## src/rtl/v_tile_if.sv

```systemverilog
//------------------------------------------------------------------------------
// Module  : v_tile_if
// Brief   : Handshake/bus bundle for the v_tile vector ALU tile: three write
//           ports (two operand vectors and one config word), the start
//           request and the result/tag/ack outputs.
// Revision: 1.0 - initial release
//------------------------------------------------------------------------------
`default_nettype none

interface v_tile_if #(
  parameter int WIDTH      = 16,
  parameter int NUM_INPUTS = 4
);
  logic                          on_off;

  logic                          write_en1;
  logic                          write_rdy1;
  logic [WIDTH*NUM_INPUTS-1:0]   w_data_in1;
  logic                          write_ack1;

  logic                          write_en2;
  logic                          write_rdy2;
  logic [WIDTH*NUM_INPUTS-1:0]   w_data_in2;
  logic                          write_ack2;

  logic                          write_en3;
  logic                          write_rdy3;
  logic [WIDTH-1:0]              w_data_in3;
  logic                          write_ack3;

  logic [WIDTH*NUM_INPUTS-1:0]   adder_outputs;
  logic [3:0]                    dest_info;
  logic                          adder_ack;

  // Upstream producer / controller side
  modport master (
    output on_off,
    output write_en1, w_data_in1, input write_rdy1, write_ack1,
    output write_en2, w_data_in2, input write_rdy2, write_ack2,
    output write_en3, w_data_in3, input write_rdy3, write_ack3,
    input  adder_outputs, dest_info, adder_ack
  );

  // Tile side
  modport slave (
    input  on_off,
    input  write_en1, w_data_in1, output write_rdy1, write_ack1,
    input  write_en2, w_data_in2, output write_rdy2, write_ack2,
    input  write_en3, w_data_in3, output write_rdy3, write_ack3,
    output adder_outputs, dest_info, adder_ack
  );
endinterface

`default_nettype wire

```

## src/rtl/v_tile.sv

```systemverilog
//------------------------------------------------------------------------------
// Module  : v_tile
// Brief   : CGRA vector ALU tile. Loads two operand vectors and a config word
//           through independent ready/enable/ack handshakes, then on on_off
//           computes add / pairwise-reduce / subtract / AND and presents the
//           result with adder_ack and a 4-bit routing tag.
//           Optional build macro: VTILE_SAT_ARITH_EN (saturating add/reduce,
//           clamp-to-zero subtract). Default build wraps modulo 2^WIDTH.
// Revision: 1.0 - initial release
//------------------------------------------------------------------------------
`default_nettype none

module v_tile #(
  parameter int WIDTH      = 16,
  parameter int NUM_INPUTS = 4,   // even, >= 2
  parameter int NUM_REGS   = 16   // >= 2*NUM_INPUTS+1
) (
  input  logic     clk,
  input  logic     reset,
  v_tile_if.slave  bus
);

  localparam int VW = WIDTH * NUM_INPUTS;

  typedef enum logic [1:0] {
    S_LOAD = 2'd0,
    S_EXEC = 2'd1,
    S_DONE = 2'd2
  } state_t;

  state_t            state_q, state_d;
  logic              loaded1_q, loaded1_d;
  logic              loaded2_q, loaded2_d;
  logic              loaded3_q, loaded3_d;
  logic              ack1_q, ack1_d;
  logic              ack2_q, ack2_d;
  logic              ack3_q, ack3_d;
  logic [WIDTH-1:0]  regs_q [NUM_REGS];
  logic [WIDTH-1:0]  regs_d [NUM_REGS];
  logic [VW-1:0]     out_q, out_d;
  logic [3:0]        dest_q, dest_d;
  logic              adder_ack_q, adder_ack_d;

  logic              w_rdy1, w_rdy2, w_rdy3;
  logic              w_take1, w_take2, w_take3;
  logic [1:0]        w_opcode;
  logic [3:0]        w_dest;
  logic [VW-1:0]     w_alu;

  // Slots accept only while loading and empty; held low throughout reset.
  assign w_rdy1  = (state_q == S_LOAD) && !loaded1_q && !reset;
  assign w_rdy2  = (state_q == S_LOAD) && !loaded2_q && !reset;
  assign w_rdy3  = (state_q == S_LOAD) && !loaded3_q && !reset;
  assign w_take1 = bus.write_en1 && w_rdy1;
  assign w_take2 = bus.write_en2 && w_rdy2;
  assign w_take3 = bus.write_en3 && w_rdy3;

  assign w_opcode = regs_q[NUM_REGS-1][1:0];
  assign w_dest   = regs_q[NUM_REGS-1][11:8];

  // One lane per output word. For both halves of the pairwise reduce the
  // source pair sits at regs[2k], regs[2k+1]: vector 2 starts at regs[n], so
  // its pair (2(k-n/2), +1) lands on the same flat indices.
  for (genvar k = 0; k < NUM_INPUTS; k++) begin : g_lane
    logic [WIDTH-1:0] w_a, w_b, w_pa, w_pb;
    logic [WIDTH-1:0] w_add, w_red, w_sub, w_res;

    assign w_a  = regs_q[k];
    assign w_b  = regs_q[NUM_INPUTS + k];
    assign w_pa = regs_q[2*k];
    assign w_pb = regs_q[2*k + 1];

`ifdef VTILE_SAT_ARITH_EN
    logic [WIDTH:0] w_sum, w_psum, w_dif;
    assign w_sum  = {1'b0, w_a}  + {1'b0, w_b};
    assign w_psum = {1'b0, w_pa} + {1'b0, w_pb};
    assign w_dif  = {1'b0, w_a}  - {1'b0, w_b};
    assign w_add  = w_sum[WIDTH]  ? '1 : w_sum[WIDTH-1:0];
    assign w_red  = w_psum[WIDTH] ? '1 : w_psum[WIDTH-1:0];
    assign w_sub  = w_dif[WIDTH]  ? '0 : w_dif[WIDTH-1:0];
`else
    assign w_add  = w_a  + w_b;
    assign w_red  = w_pa + w_pb;
    assign w_sub  = w_a  - w_b;
`endif

    // Select this lane's result by opcode.
    always_comb begin
      w_res = '0;
      case (w_opcode)
        2'b00:   w_res = w_add;
        2'b01:   w_res = w_red;
        2'b10:   w_res = w_sub;
        default: w_res = w_a & w_b;
      endcase
    end

    assign w_alu[k*WIDTH +: WIDTH] = w_res;
  end

  // Next-state: slot capture, LOAD/EXEC/DONE sequencing, result registration.
  always_comb begin
    state_d     = state_q;
    loaded1_d   = loaded1_q;
    loaded2_d   = loaded2_q;
    loaded3_d   = loaded3_q;
    ack1_d      = w_take1;
    ack2_d      = w_take2;
    ack3_d      = w_take3;
    regs_d      = regs_q;
    out_d       = out_q;
    dest_d      = dest_q;
    adder_ack_d = adder_ack_q;

    if (w_take1) begin
      loaded1_d = 1'b1;
      for (int i = 0; i < NUM_INPUTS; i++) regs_d[i] = bus.w_data_in1[i*WIDTH +: WIDTH];
    end
    if (w_take2) begin
      loaded2_d = 1'b1;
      for (int i = 0; i < NUM_INPUTS; i++) regs_d[NUM_INPUTS+i] = bus.w_data_in2[i*WIDTH +: WIDTH];
    end
    if (w_take3) begin
      loaded3_d = 1'b1;
      regs_d[NUM_REGS-1] = bus.w_data_in3;
    end

    case (state_q)
      S_LOAD: begin
        if (bus.on_off && loaded1_q && loaded2_q && loaded3_q) state_d = S_EXEC;
      end
      S_EXEC: begin
        // Result is committed even if on_off has already dropped.
        state_d     = S_DONE;
        out_d       = w_alu;
        dest_d      = w_dest;
        adder_ack_d = 1'b1;
      end
      S_DONE: begin
        if (!bus.on_off) begin
          state_d     = S_LOAD;
          adder_ack_d = 1'b0;
          loaded1_d   = 1'b0;
          loaded2_d   = 1'b0;
          loaded3_d   = 1'b0;
        end
      end
      default: state_d = S_LOAD;
    endcase
  end

  // State registers with synchronous reset clearing all work in flight.
  always_ff @(posedge clk) begin
    if (reset) begin
      state_q     <= S_LOAD;
      loaded1_q   <= 1'b0;
      loaded2_q   <= 1'b0;
      loaded3_q   <= 1'b0;
      ack1_q      <= 1'b0;
      ack2_q      <= 1'b0;
      ack3_q      <= 1'b0;
      regs_q      <= '{default: '0};
      out_q       <= '0;
      dest_q      <= '0;
      adder_ack_q <= 1'b0;
    end else begin
      state_q     <= state_d;
      loaded1_q   <= loaded1_d;
      loaded2_q   <= loaded2_d;
      loaded3_q   <= loaded3_d;
      ack1_q      <= ack1_d;
      ack2_q      <= ack2_d;
      ack3_q      <= ack3_d;
      regs_q      <= regs_d;
      out_q       <= out_d;
      dest_q      <= dest_d;
      adder_ack_q <= adder_ack_d;
    end
  end

  assign bus.write_rdy1    = w_rdy1;
  assign bus.write_rdy2    = w_rdy2;
  assign bus.write_rdy3    = w_rdy3;
  assign bus.write_ack1    = ack1_q;
  assign bus.write_ack2    = ack2_q;
  assign bus.write_ack3    = ack3_q;
  assign bus.adder_outputs = out_q;
  assign bus.dest_info     = dest_q;
  assign bus.adder_ack     = adder_ack_q;

endmodule

`default_nettype wire

```

## src/flat_wrapper.sv

```systemverilog
// flat-port wrapper written by rule: the top's interface ports become plain ports
module v_tile_flat 
#(
  parameter int WIDTH      = 16,
  parameter int NUM_INPUTS = 4,                
  parameter int NUM_REGS   = 16                       
)
  (clk, reset, bus_on_off, bus_write_en1, bus_w_data_in1, bus_write_rdy1, bus_write_ack1, bus_write_en2, bus_w_data_in2, bus_write_rdy2, bus_write_ack2, bus_write_en3, bus_w_data_in3, bus_write_rdy3, bus_write_ack3, bus_adder_outputs, bus_dest_info, bus_adder_ack);
  v_tile_if #(.WIDTH(WIDTH), .NUM_INPUTS(NUM_INPUTS)) bus_i ();
  input  logic clk;
  input  logic reset;
  input wire logic [$bits(bus_i.on_off)-1:0] bus_on_off;
  input wire logic [$bits(bus_i.write_en1)-1:0] bus_write_en1;
  input wire logic [$bits(bus_i.w_data_in1)-1:0] bus_w_data_in1;
  output wire logic [$bits(bus_i.write_rdy1)-1:0] bus_write_rdy1;
  output wire logic [$bits(bus_i.write_ack1)-1:0] bus_write_ack1;
  input wire logic [$bits(bus_i.write_en2)-1:0] bus_write_en2;
  input wire logic [$bits(bus_i.w_data_in2)-1:0] bus_w_data_in2;
  output wire logic [$bits(bus_i.write_rdy2)-1:0] bus_write_rdy2;
  output wire logic [$bits(bus_i.write_ack2)-1:0] bus_write_ack2;
  input wire logic [$bits(bus_i.write_en3)-1:0] bus_write_en3;
  input wire logic [$bits(bus_i.w_data_in3)-1:0] bus_w_data_in3;
  output wire logic [$bits(bus_i.write_rdy3)-1:0] bus_write_rdy3;
  output wire logic [$bits(bus_i.write_ack3)-1:0] bus_write_ack3;
  output wire logic [$bits(bus_i.adder_outputs)-1:0] bus_adder_outputs;
  output wire logic [$bits(bus_i.dest_info)-1:0] bus_dest_info;
  output wire logic [$bits(bus_i.adder_ack)-1:0] bus_adder_ack;
  assign bus_i.on_off = bus_on_off;
  assign bus_i.write_en1 = bus_write_en1;
  assign bus_i.w_data_in1 = bus_w_data_in1;
  assign bus_write_rdy1 = bus_i.write_rdy1;
  assign bus_write_ack1 = bus_i.write_ack1;
  assign bus_i.write_en2 = bus_write_en2;
  assign bus_i.w_data_in2 = bus_w_data_in2;
  assign bus_write_rdy2 = bus_i.write_rdy2;
  assign bus_write_ack2 = bus_i.write_ack2;
  assign bus_i.write_en3 = bus_write_en3;
  assign bus_i.w_data_in3 = bus_w_data_in3;
  assign bus_write_rdy3 = bus_i.write_rdy3;
  assign bus_write_ack3 = bus_i.write_ack3;
  assign bus_adder_outputs = bus_i.adder_outputs;
  assign bus_dest_info = bus_i.dest_info;
  assign bus_adder_ack = bus_i.adder_ack;
  v_tile #(.WIDTH(WIDTH), .NUM_INPUTS(NUM_INPUTS), .NUM_REGS(NUM_REGS)) u_core (.clk(clk), .reset(reset), .bus(bus_i));
endmodule
```

## config.mk

```make
export PLATFORM = sky130hd
export DESIGN_NAME = v_tile_flat
export DESIGN_NICKNAME = d
export VERILOG_FILES = /design/src/rtl/v_tile_if.sv /design/src/rtl/v_tile.sv /design/src/flat_wrapper.sv
export SDC_FILE = /design/constraint.sdc
export NUM_CORES = 1
export LEC_CHECK = 0
export CAP_MARGIN = 20
export CORE_MARGIN = 2
export CORE_UTILIZATION = 40
export CTS_CLUSTER_SIZE = 24
export DETAILED_ROUTE_END_ITERATION = 10
export GPL_ROUTABILITY_DRIVEN = 1
export HOLD_SLACK_MARGIN = 0.03
export SLEW_MARGIN = 20
export SYNTH_ARGS = -nofsm -noshare
export SYNTH_HDL_FRONTEND = slang
export SYNTH_SLANG_ARGS = --single-unit
```

## constraint.sdc

```tcl
create_clock -name clk -period 11.2 [get_ports clk]
set_clock_uncertainty 0.1 [all_clocks]
set_input_delay 2.24 -clock clk [delete_from_list [all_inputs] [get_ports clk]]
set_output_delay 2.24 -clock clk [all_outputs]
set_load 0.02 [all_outputs]
```

==> impl_metrics.json, run 1 <==
{
  "outcome": "finished, final reports clean",
  "vias": 15600,
  "drive_gt1_frac": 0.0405,
  "grt_overflow_total": 0,
  "r2r_end": "u_core.bus.adder_outputs[13]",
  "switching_share": 0.323,
  "core_area_um2": 36800,
  "hp-start": "u_core.bus.adder_outputs[21]",
  "worst_setup_path_start_kind": "input pin",
  "gp_congestion": 0.907,
  "synth_largest_area_cell": "dfxtp_1",
  "fmax_mhz": 162,
  "worst_pin_slew_ns": 1.03,
  "synth_edf_count": 0,
  "post-route-period-util": 0.550,
  "comb_power_share": 0.296,
  "syn_nets": 2309,
  "hold_path_class": "reg -> reg",
  "end_kind": "output port",
  "root_buffer": "clkbuf_16",
  "post-route-util": 0.499,
  "synth_top_area_share": 0.282,
  "synth_cells": 2035,
  "area_growth_syn_to_layout_pct": 22.5,
  "switchingPower_uw": 802,
  "initial_utilization": 0.408,
  "worstPathRequired_ns": 8.86,
  "clock_sinks": 211,
  "cts_resized": 0,
  "dp.final_hpwl_um": 40700,
  "viasPerCell": 5.83,
  "internal_power_mw": 1.68,
  "netlist_area_um2": 15000,
  "antennaDiodeCount": 0,
  "grt_pass1_vias": 14800,
  "die_height_um": 198,
  "io_pins": 225,
  "gr-usage-all-layers": 0.279,
  "grt_pass1_wl_um": 84700,
  "clock_path_buffers": 3,
  "clkLatencyLatePin_ns": 0.55,
  "rrSetupSlack_ns": 6.48,
  "hold_viol": 0,
  "async_reset_ff_frac": 0,
  "setup_viol": 0,
  "wl_per_cell_um": 20.9,
  "fin_cells": 2666,
  "arrival_ns": 3.82,
  "clock_power_share": 0.370,
  "cellPowerDensity_nw_per_um2": 135,
  "post-route-cell-area_um2": 18400,
  "grt_setup_unrepaired": "false",
  "slew-limit-headroom": 0.314,
  "drt-total-wl_um": 55800,
  "power.total_mw": 2.48,
  "drc": 0,
  "synth_ff_type": "dfxtp_1",
  "drt-initial-drc-count": 975,
  "holdBufCountCts": 0,
  "dieWidth_um": 198,
  "antenna_found_initial": 1,
  "dp_cells": 2619,
  "maxSlewViolCount": 0,
  "clkTransAtPathRegs_ns": 0.06,
  "hold_depth": 2,
  "tritoncts": "built",
  "r2r-start": "u_core.regs_q[0]",
  "leakage_nw": 6.99,
  "dpl_cell_area_um2": 17400,
  "syn_area_per_cell_um2": 7.37,
  "drt_pass1_iterations": 5,
  "num-nets-final": 2453,
  "cp_max_fo": 94,
  "ys_seq_area_frac": 0.282,
  "hold-path-endpoint": "u_core.bus.adder_outputs[21]",
  "seqPwrFrac": 0.334,
  "die_area_um2": 39100,
  "finalCriticalPeriod_ns": 6.16,
  "grt_max_degree": 95,
  "htreeDepth": 1,
  "vdd_drop_max_uv": 109,
  "maxCapViolCount": 0,
  "setup_tns_ns": 0,
  "numCtsBuffers": 26,
  "synth_top_cells_by_area": "dfxtp_1 28%, ha_1 9.8%, nand2_1 9.6%",
  "num_rows": 70,
  "cts_setup_buffers": 0,
  "antenna_left": 0,
  "yosysUniqueCellTypes": 69,
  "critPathKind": "in -> out",
  "ff2ff_path_depth": 13,
  "portBuffers": 214,
  "synth_warnings": 0,
  "synth-seq-cells": 211
}
-- sequential cells by signal (all words and copies together), names as in the netlist, 2 cells and up --
name                      flops
u_core.bus.adder_outputs     64
u_core.g_lane.w_b            64
u_core.g_lane.w_pb           32
u_core.g_lane.w_a            16
u_core.g_lane.w_pa           16
u_core.regs_q                 6
u_core.bus.dest_info          4
u_core.state_q                2
-- cells in the final DEF (no fill, tap or decap), types with 10 or more instances in the layout --
| cell type | n |
|---|---|
| clkdlybuf4s50_1 | 213 |
| a31oi_1 | 21 |
| nand4_1 | 10 |
| o211ai_1 | 18 |
| nand2_1 | 383 |
| o21a_1 | 34 |
| nor3_1 | 58 |
| nor2_1 | 165 |
| a221oi_1 | 17 |
| ha_1 | 116 |
| a21oi_1 | 260 |
| xor2_1 | 36 |
| xnor2_1 | 86 |
| nor2b_1 | 16 |
| nand3_1 | 61 |
| clkbuf_16 | 26 |
| a211oi_1 | 34 |
| inv_1 | 46 |
| o21bai_1 | 10 |
| or3_1 | 23 |
| a311oi_1 | 18 |
| o31a_1 | 10 |
| o21ai_0 | 97 |
| dfxtp_1 | 211 |
| and3_1 | 11 |
| a21o_1 | 24 |
| buf_4 | 12 |
-- cell usage after synthesis (all sizes together), types with 6 or more instances --
| master | number |
|---|---|
| xor2 | 36 |
| a311oi | 18 |
| a211o | 8 |
| ha | 117 |
| inv | 48 |
| xnor2 | 86 |
| nand2 | 385 |
| a31o | 7 |
| a21oi | 260 |
| dfxtp | 211 |
| and3 | 11 |
| o21ai | 97 |
| or3 | 23 |
| nor2b | 17 |
| a22oi | 8 |
| or4 | 12 |
| a221oi | 18 |
| fa | 7 |
| nand4 | 10 |
| nor3 | 58 |
| a21o | 24 |
| clkbuf | 87 |
| nand3 | 61 |
| o21a | 34 |
| nor2 | 166 |
| o2111ai | 6 |
| o211ai | 18 |
| buf | 23 |
| mux2i | 7 |
| o31a | 10 |
| and2 | 9 |
| o41ai | 6 |
| a31oi | 21 |
| o31ai | 9 |
| a211oi | 35 |
| o21bai | 10 |
-- routing by layer --
layer	routed length, µm	GRT usage	share of wire	vias to the layer above
li1	-	-	-	7582
met2	24200	0.440	0.43	529
met5	13	0	0.00023	-
met3	4450	0.0558	0.080	80
met1	25500	0.386	0.46	7361
met4	1550	0.0805	0.028	2
-- metrics by stage --
step,hold WS [ns],worst slack [ns]
2_1_floorplan,0.332,5.76
3_3_place_gp,0.340,5.06
3_5_place_dp,0.348,5.04
4_1_cts,0.357,5.03
5_1_grt,0.371,4.95
6_report,0.353,5.04
-- final cells by class --
type / count / area (µm²)
fillers: 3707 / 18400
multi-input cells: 1666 / 10200
flip-flops and latches: 211 / 4220
repair buffers: 226 / 2230
clock buffers: 37 / 772
well taps: 468 / 586
inverters: 48 / 183
clock inverters: 10 / 168
-- worst max-delay path by stage --
stage,slack (ns),cells past startpoint,start,to
after CTS,5.03,4,reset,bus_write_rdy2
after global routing,4.95,4,reset,bus_write_rdy2
after global placement,5.06,4,reset,bus_write_rdy1
final,5.04,4,reset,bus_write_rdy2
after detailed placement,5.04,4,reset,bus_write_rdy1
after floorplan,5.76,3,reset,bus_write_rdy1
-- kinds of logic (layout without fill, tap and decap cells) --
| family | count (synthesis) | after routing | synth area share |
|---|---|---|---|
| AND/OR/NAND/NOR | 777 | 777 | 0.226 |
| AO/OA/AOI/OAI | 630 | 630 | 0.264 |
| flip-flops | 211 | 211 | 0.282 |
| buffers and inverters | 158 | 321 | 0.0395 |
| adder cells (fa/ha/maj) | 124 | 124 | 0.107 |
| XOR/XNOR | 123 | 123 | 0.0728 |
| multiplexers | 12 | 12 | 0.00843 |
-- power by group through the flow --
stage / Sequential [mW] / Clock, mW / Combinational, mW
final: 0.827 / 0.918 / 0.735
after global routing: 0.830 / 0.969 / 0.811
after CTS: 0.825 / 0.935 / 0.728
after detailed placement: 0.842 / 0 / 0.722
after global placement: 0.841 / 0 / 0.719
after floorplan: 0.822 / 0 / 0.529
-- worst max-delay path, cell delays in order --
cell             delay (ns)
buf_6                  0.28
or3_1                  0.45
nor2_1                 0.18
clkdlybuf4s50_1        0.64
Power figures use the tool's default switching activity.
==> run 2, diff against run 1 <==
Clock period 11.2 ns to 5.96 ns, I/O delays scaled along.
==> run 2 against run 1 <==
  * Sequential share of layout area grew 0.058 points
  * Sequential cell count unchanged
  * Final cell count is essentially flat
  * Register-to-register slack got worse by 5.4 ns
  * First-iteration DRC count grew 29%
  * Non-clock buffer count rose by 3
  * Core utilization down 0.13 points
  * Count of clock-buffer cells in the layout fell by 7
  * Routed wire length increased by 0.89%
  * Via count increased by 1.2%
  * Worst setup slack got worse by 3.9 ns
  * Critical endpoint is now u_core.bus.adder_outputs[13]
  * Largest power group unchanged
  * Highest routed layer unchanged
==> impl_metrics.json, run 2 (synthesis gave the netlist of run 1 again) <==
{
  "clkLatencyLatePin_ns": 0.56,
  "layout_setup_ws_ns": 1.12,
  "drive_gt1_frac": 0.0409,
  "vias": 15700,
  "numCtsBuffers": 25,
  "critical-path-top-delay-family": "compound AO/OA/AOI/OAI gates",
  "gr-usage-all-layers": 0.283,
  "drt-initial-drc-count": 1254,
  "maxSlewViolCount": 0,
  "final_common_cell": "nand2_1",
  "area_growth_syn_to_layout_pct": 22.2,
  "setup_viol": 0,
  "dp_slack_ns": 1.29,
  "maxCapViolCount": 0,
  "worst_pin_slew_ns": 1.03,
  "cp_max_fo": 34,
  "antenna_left": 0,
  "hold_viol": 0,
  "tritoncts": "built",
  "antennaDiodeCount": 0,
  "comb_power_share": 0.304,
  "critPathMaxStageDelay_ns": 0.97,
  "slew-limit-headroom": 0.312,
  "grt_overflow_total": 0,
  "critPathKind": "reg -> reg",
  "clock_power_share": 0.361,
  "clock_path_buffers": 3,
  "regArea_um2": 4220,
  "dp.final_hpwl_um": 41800,
  "grt_pass1_vias": 14800,
  "cts_setup_buffers": 0,
  "grt_pass1_wl_um": 85500,
  "setup_tns_ns": 0,
  "clock_sinks": 211,
  "die_height_um": 198,
  "cellPowerDensity_nw_per_um2": 252,
  "drt-total-wl_um": 56300,
  "outcome": "finished, final reports clean",
  "clkTransAtPathRegs_ns": 0.07,
  "drc": 0,
  "switching_share": 0.332,
  "holdBufCountCts": 0,
  "initial_utilization": 0.408,
  "worstPathRequired_ns": 6.29,
  "multi_input_area_um2": 10200,
  "viasPerCell": 5.90,
  "slowest_stage": "ha_1",
  "crit_chain": "inv_1 -> ha_1 -> nand2_1 -> o21ai_0 -> a21oi_1 -> ha_1 -> o21a_1 -> o31a_1 -> o211a_1 -> a221o_1 -> o21ai_0 -> mux2_2 -> a2111oi_0",
  "htreeDepth": 1,
  "portBuffers": 214,
  "internal_power_mw": 3.09,
  "switchingPower_mw": 1.54,
  "hold_path_class": "reg -> reg",
  "dieWidth_um": 198,
  "gp_congestion": 0.926,
  "num_rows": 70,
  "fillers": 3710,
  "end_kind": "register",
  "root_buffer": "clkbuf_16",
  "finalCriticalPeriod_ns": 4.84,
  "io_pins": 225,
  "fmax_mhz": 207,
  "leakage_nw": 6.97,
  "core_area_um2": 36800,
  "grt_max_degree": 82,
  "antenna_found_initial": 1,
  "drt_pass1_iterations": 5,
  "worst_setup_path_start_kind": "register",
  "grt_setup_unrepaired": "false",
  "num-nets-final": 2455,
  "cts_resized": 0,
  "wl_per_cell_um": 21.1,
  "die_area_um2": 39100,
  "arrival_ns": 5.17,
  "cp.buffers_inverters": 1,
  "final_cell_mix": "383 x nand2_1, 260 x a21oi_1, 213 x clkdlybuf4s50_1",
  "vdd_drop_max_uv": 194,
  "seqPwrFrac": 0.336,
  "post-route-period-util": 0.811
}
run 2: changes by cell type in the layout (fill, tap and decap cells not counted):
cell and change:
clkbuf_16 -1, buf_4 +3, clkinv_2 +4, clkbuf_1 +1
clkinv_4 -1, inv_2 +1, clkbuf_8 -7, inv_6 +3
clkinv_8 -1, bufinv_16 +1, inv_4 -1
run 2: stage by stage:
stage          power, mW  instances  hold WS, ns  utilization  area (µm²)
2_1_floorplan       2.54       2035        0.332            -       15000
3_3_place_gp        2.94       2622        0.339        0.474       17400
3_5_place_dp        2.95       2622        0.348        0.474       17400
4_1_cts             4.63       2668        0.355        0.498       18300
5_1_grt             4.86       2668        0.371        0.498       18300
6_report            4.62       2668        0.357        0.498       18300
run 2: metal layers:
layer  vias to the layer above  track usage  share of wire
li1                       7592            -              -
met1                      7462        0.400           0.46
met2                       612        0.447           0.44
met3                        73       0.0464          0.081
met4                         2       0.0702          0.022
met5                         -            0        0.00021
run 2: area by class of cell:
type                    count  share of cell area
inverters                  48             0.00983
repair buffers            229               0.123
flip-flops and latches    211               0.231
clock inverters            16              0.0119
multi-input cells        1666               0.557
clock buffers              30              0.0357
well taps                 468              0.0320
run 2: worst paths after layout:
check,startpoint,to,slack (ns),cells after the start
max,u_core.regs_q[0],u_core.bus.adder_outputs[13],1.12,13
min,u_core.regs_q[11],u_core.bus.dest_info[3],0.36,2
max reg2reg,u_core.regs_q[0],u_core.bus.adder_outputs[13],1.12,13
min reg2reg,u_core.regs_q[11],u_core.bus.dest_info[3],0.36,2
run 2: worst reg2reg max path: cells and delay by family (launching register included):
family,cells,cell delay [ns]
compound gates,8,1.91
buf+inv,1,0.08
simple gates,1,0.54
fa+ha+maj,2,1.34
flops,1,0.39
mux,1,0.35
run 2: power by group through the flow:
stage	Sequential, mW	Clock [mW]	Combinational (mW)
floorplan	1.54	0	0.994
global placement	1.58	0	1.36
detailed placement	1.58	0	1.38
CTS	1.55	1.70	1.39
global route	1.56	1.76	1.55
finish	1.55	1.67	1.40
==> run 3, diff against run 2 <==
Clock period 5.96 ns to 4.08 ns, I/O delays scaled along.
==> run 3 against run 2 <==
  * Sequential cell count unchanged
  * Worst setup slack got worse by 0.89 ns
  * Maximum frequency increased by 26%
  * Critical path type unchanged
  * Largest power group unchanged
  * Highest routed layer is now met4
  * Largest cell class unchanged
==> impl_metrics.json, run 3 (synthesis gave the netlist of run 1 again) <==
{
  "outcome": "finished, final reports clean",
  "vdd_drop_max_uv": 274,
  "use_met2": 0.441,
  "num_rows": 70,
  "finalCriticalPeriod_ns": 3.85,
  "tritoncts": "built",
  "gr-usage-all-layers": 0.287,
  "clock_path_buffers": 3,
  "busiest_layer": "met2",
  "maxCapViolCount": 0,
  "hold_path_class": "reg -> reg",
  "num-nets-final": 2519,
  "holdBufCountCts": 0,
  "antennaDiodeCount": 0,
  "holdWs_ns": 0.352,
  "numCtsBuffers": 26,
  "final_cell_mix": "381 x nand2_1, 260 x a21oi_1, 213 x clkdlybuf4s50_1",
  "hold_viol": 0,
  "die_area_um2": 39100,
  "post-route-cell-area_um2": 18800,
  "final_common_cell": "nand2_1",
  "fin_cells": 2730,
  "grt_use_met1": 0.408,
  "critPathKind": "reg -> reg",
  "cp_max_fo": 6,
  "io_pins": 225,
  "core_area_um2": 36800,
  "startpoint": "u_core.g_lane[0].w_pb[2]",
  "dpl_cell_area_um2": 18000,
  "dp_cells": 2685,
  "slew-limit-headroom": 0.370,
  "drt_pass1_iterations": 5,
  "clkLatencyLatePin_ns": 0.58,
  "portBuffers": 214,
  "r2r-start": "u_core.g_lane[0].w_pb[2]",
  "clkTransAtPathRegs_ns": 0.06,
  "drive_gt1_frac": 0.0694,
  "maxSlewViolCount": 0,
  "grt_max_degree": 143,
  "worstPathRequired_ns": 4.44,
  "viasPerCell": 5.85,
  "drc": 0,
  "die_height_um": 198,
  "vias": 16000,
  "antenna_left": 0,
  "drt-total-wl_um": 57100,
  "leakage_nw": 7.29,
  "power.total_mw": 6.70,
  "ff2ff_path_depth": 13,
  "worst_pin_slew_ns": 0.941,
  "initial_utilization": 0.408,
  "gp_congestion": 0.952,
  "dp.final_hpwl_um": 43000,
  "grt_pass1_wl_um": 86400,
  "grt_overflow_total": 0,
  "hold_depth": 2,
  "htreeDepth": 1,
  "grt_pass1_vias": 14900,
  "hp-start": "u_core.regs_q[9]",
  "grtUsageMet3": 0.0478,
  "fmax_mhz": 260,
  "cts_setup_buffers": 0,
  "setup_viol": 0,
  "end_kind": "register",
  "cellPowerDensity_nw_per_um2": 355,
  "fillers": 3624,
  "grt_setup_unrepaired": "true",
  "area_growth_syn_to_layout_pct": 25.6,
  "dieWidth_um": 198,
  "root_buffer": "clkbuf_16",
  "arrival_ns": 4.21,
  "clock_sinks": 211,
  "antenna_found_initial": 0,
  "wl_per_cell_um": 20.9,
  "drt-initial-drc-count": 1196,
  "worst_setup_path_start_kind": "register",
  "post-route-period-util": 0.943
}
run 3: metal layers:
layer | up-vias | routed length [µm]
met3 | 81 | 4690
met2 | 613 | 24600
met5 | - | 0
met4 | 0 | 1670
li1 | 7713 | -
met1 | 7577 | 26200
run 3: stage by stage:
stage | util | TNS [ns] | setup slack [ns]
after floorplan | - | 0 | 0.201
after detailed placement | 0.488 | 0 | 0.166
final | 0.512 | 0 | 0.232
after CTS | 0.511 | 0 | 0.0301
after global placement | 0.488 | 0 | 0.165
after global routing | 0.512 | -0.0539 | -0.0539
run 3: area by class of cell:
cell class | instances | area [µm²] | share of cell area
sequential | 211 | 4220 | 0.224
clock inverter | 10 | 103 | 0.00544
timing repair buffer | 292 | 2780 | 0.147
inverter | 48 | 180 | 0.00956
multi-input combinational | 1666 | 10200 | 0.543
tap | 468 | 586 | 0.0311
clock buffer | 35 | 734 | 0.0390
run 3: path summary, 6_finish.rpt:
kind,endpoint,slack (ns)
hold / removal,u_core.bus.dest_info[1],0.35
setup reg to reg,u_core.bus.adder_outputs[13],0.23
setup / recovery,u_core.bus.adder_outputs[13],0.23
hold reg to reg,u_core.bus.dest_info[1],0.35
run 3: worst max-delay path: stages, from the launching register on:
cell	delay [ns]
dfxtp_1	0.38
nor3_2	0.22
nand3b_1	0.12
or4_2	0.56
xnor2_1	0.20
o32ai_1	0.12
a21oi_1	0.14
ha_1	0.29
and4_1	0.18
and3_1	0.18
a221o_1	0.37
o21ai_1	0.15
mux2_2	0.36
a2111oi_2	0.37
run 3: report_power, final:
group / switching, mW / leakage (nW) / total, mW / internal [mW]
registers: 0.113 / 1.71 / 2.25 / 2.13
clock network: 0.961 / 0.395 / 2.28 / 1.32
logic: 1.18 / 5.18 / 2.17 / 0.990
run 3: timing repair:
action / CTS / global route
endpoints found under the setup margin: 1 / 2
endpoints found under the hold margin: 0 / 0
gates resized for setup: 1 / 12
pin swaps: 0 / 0
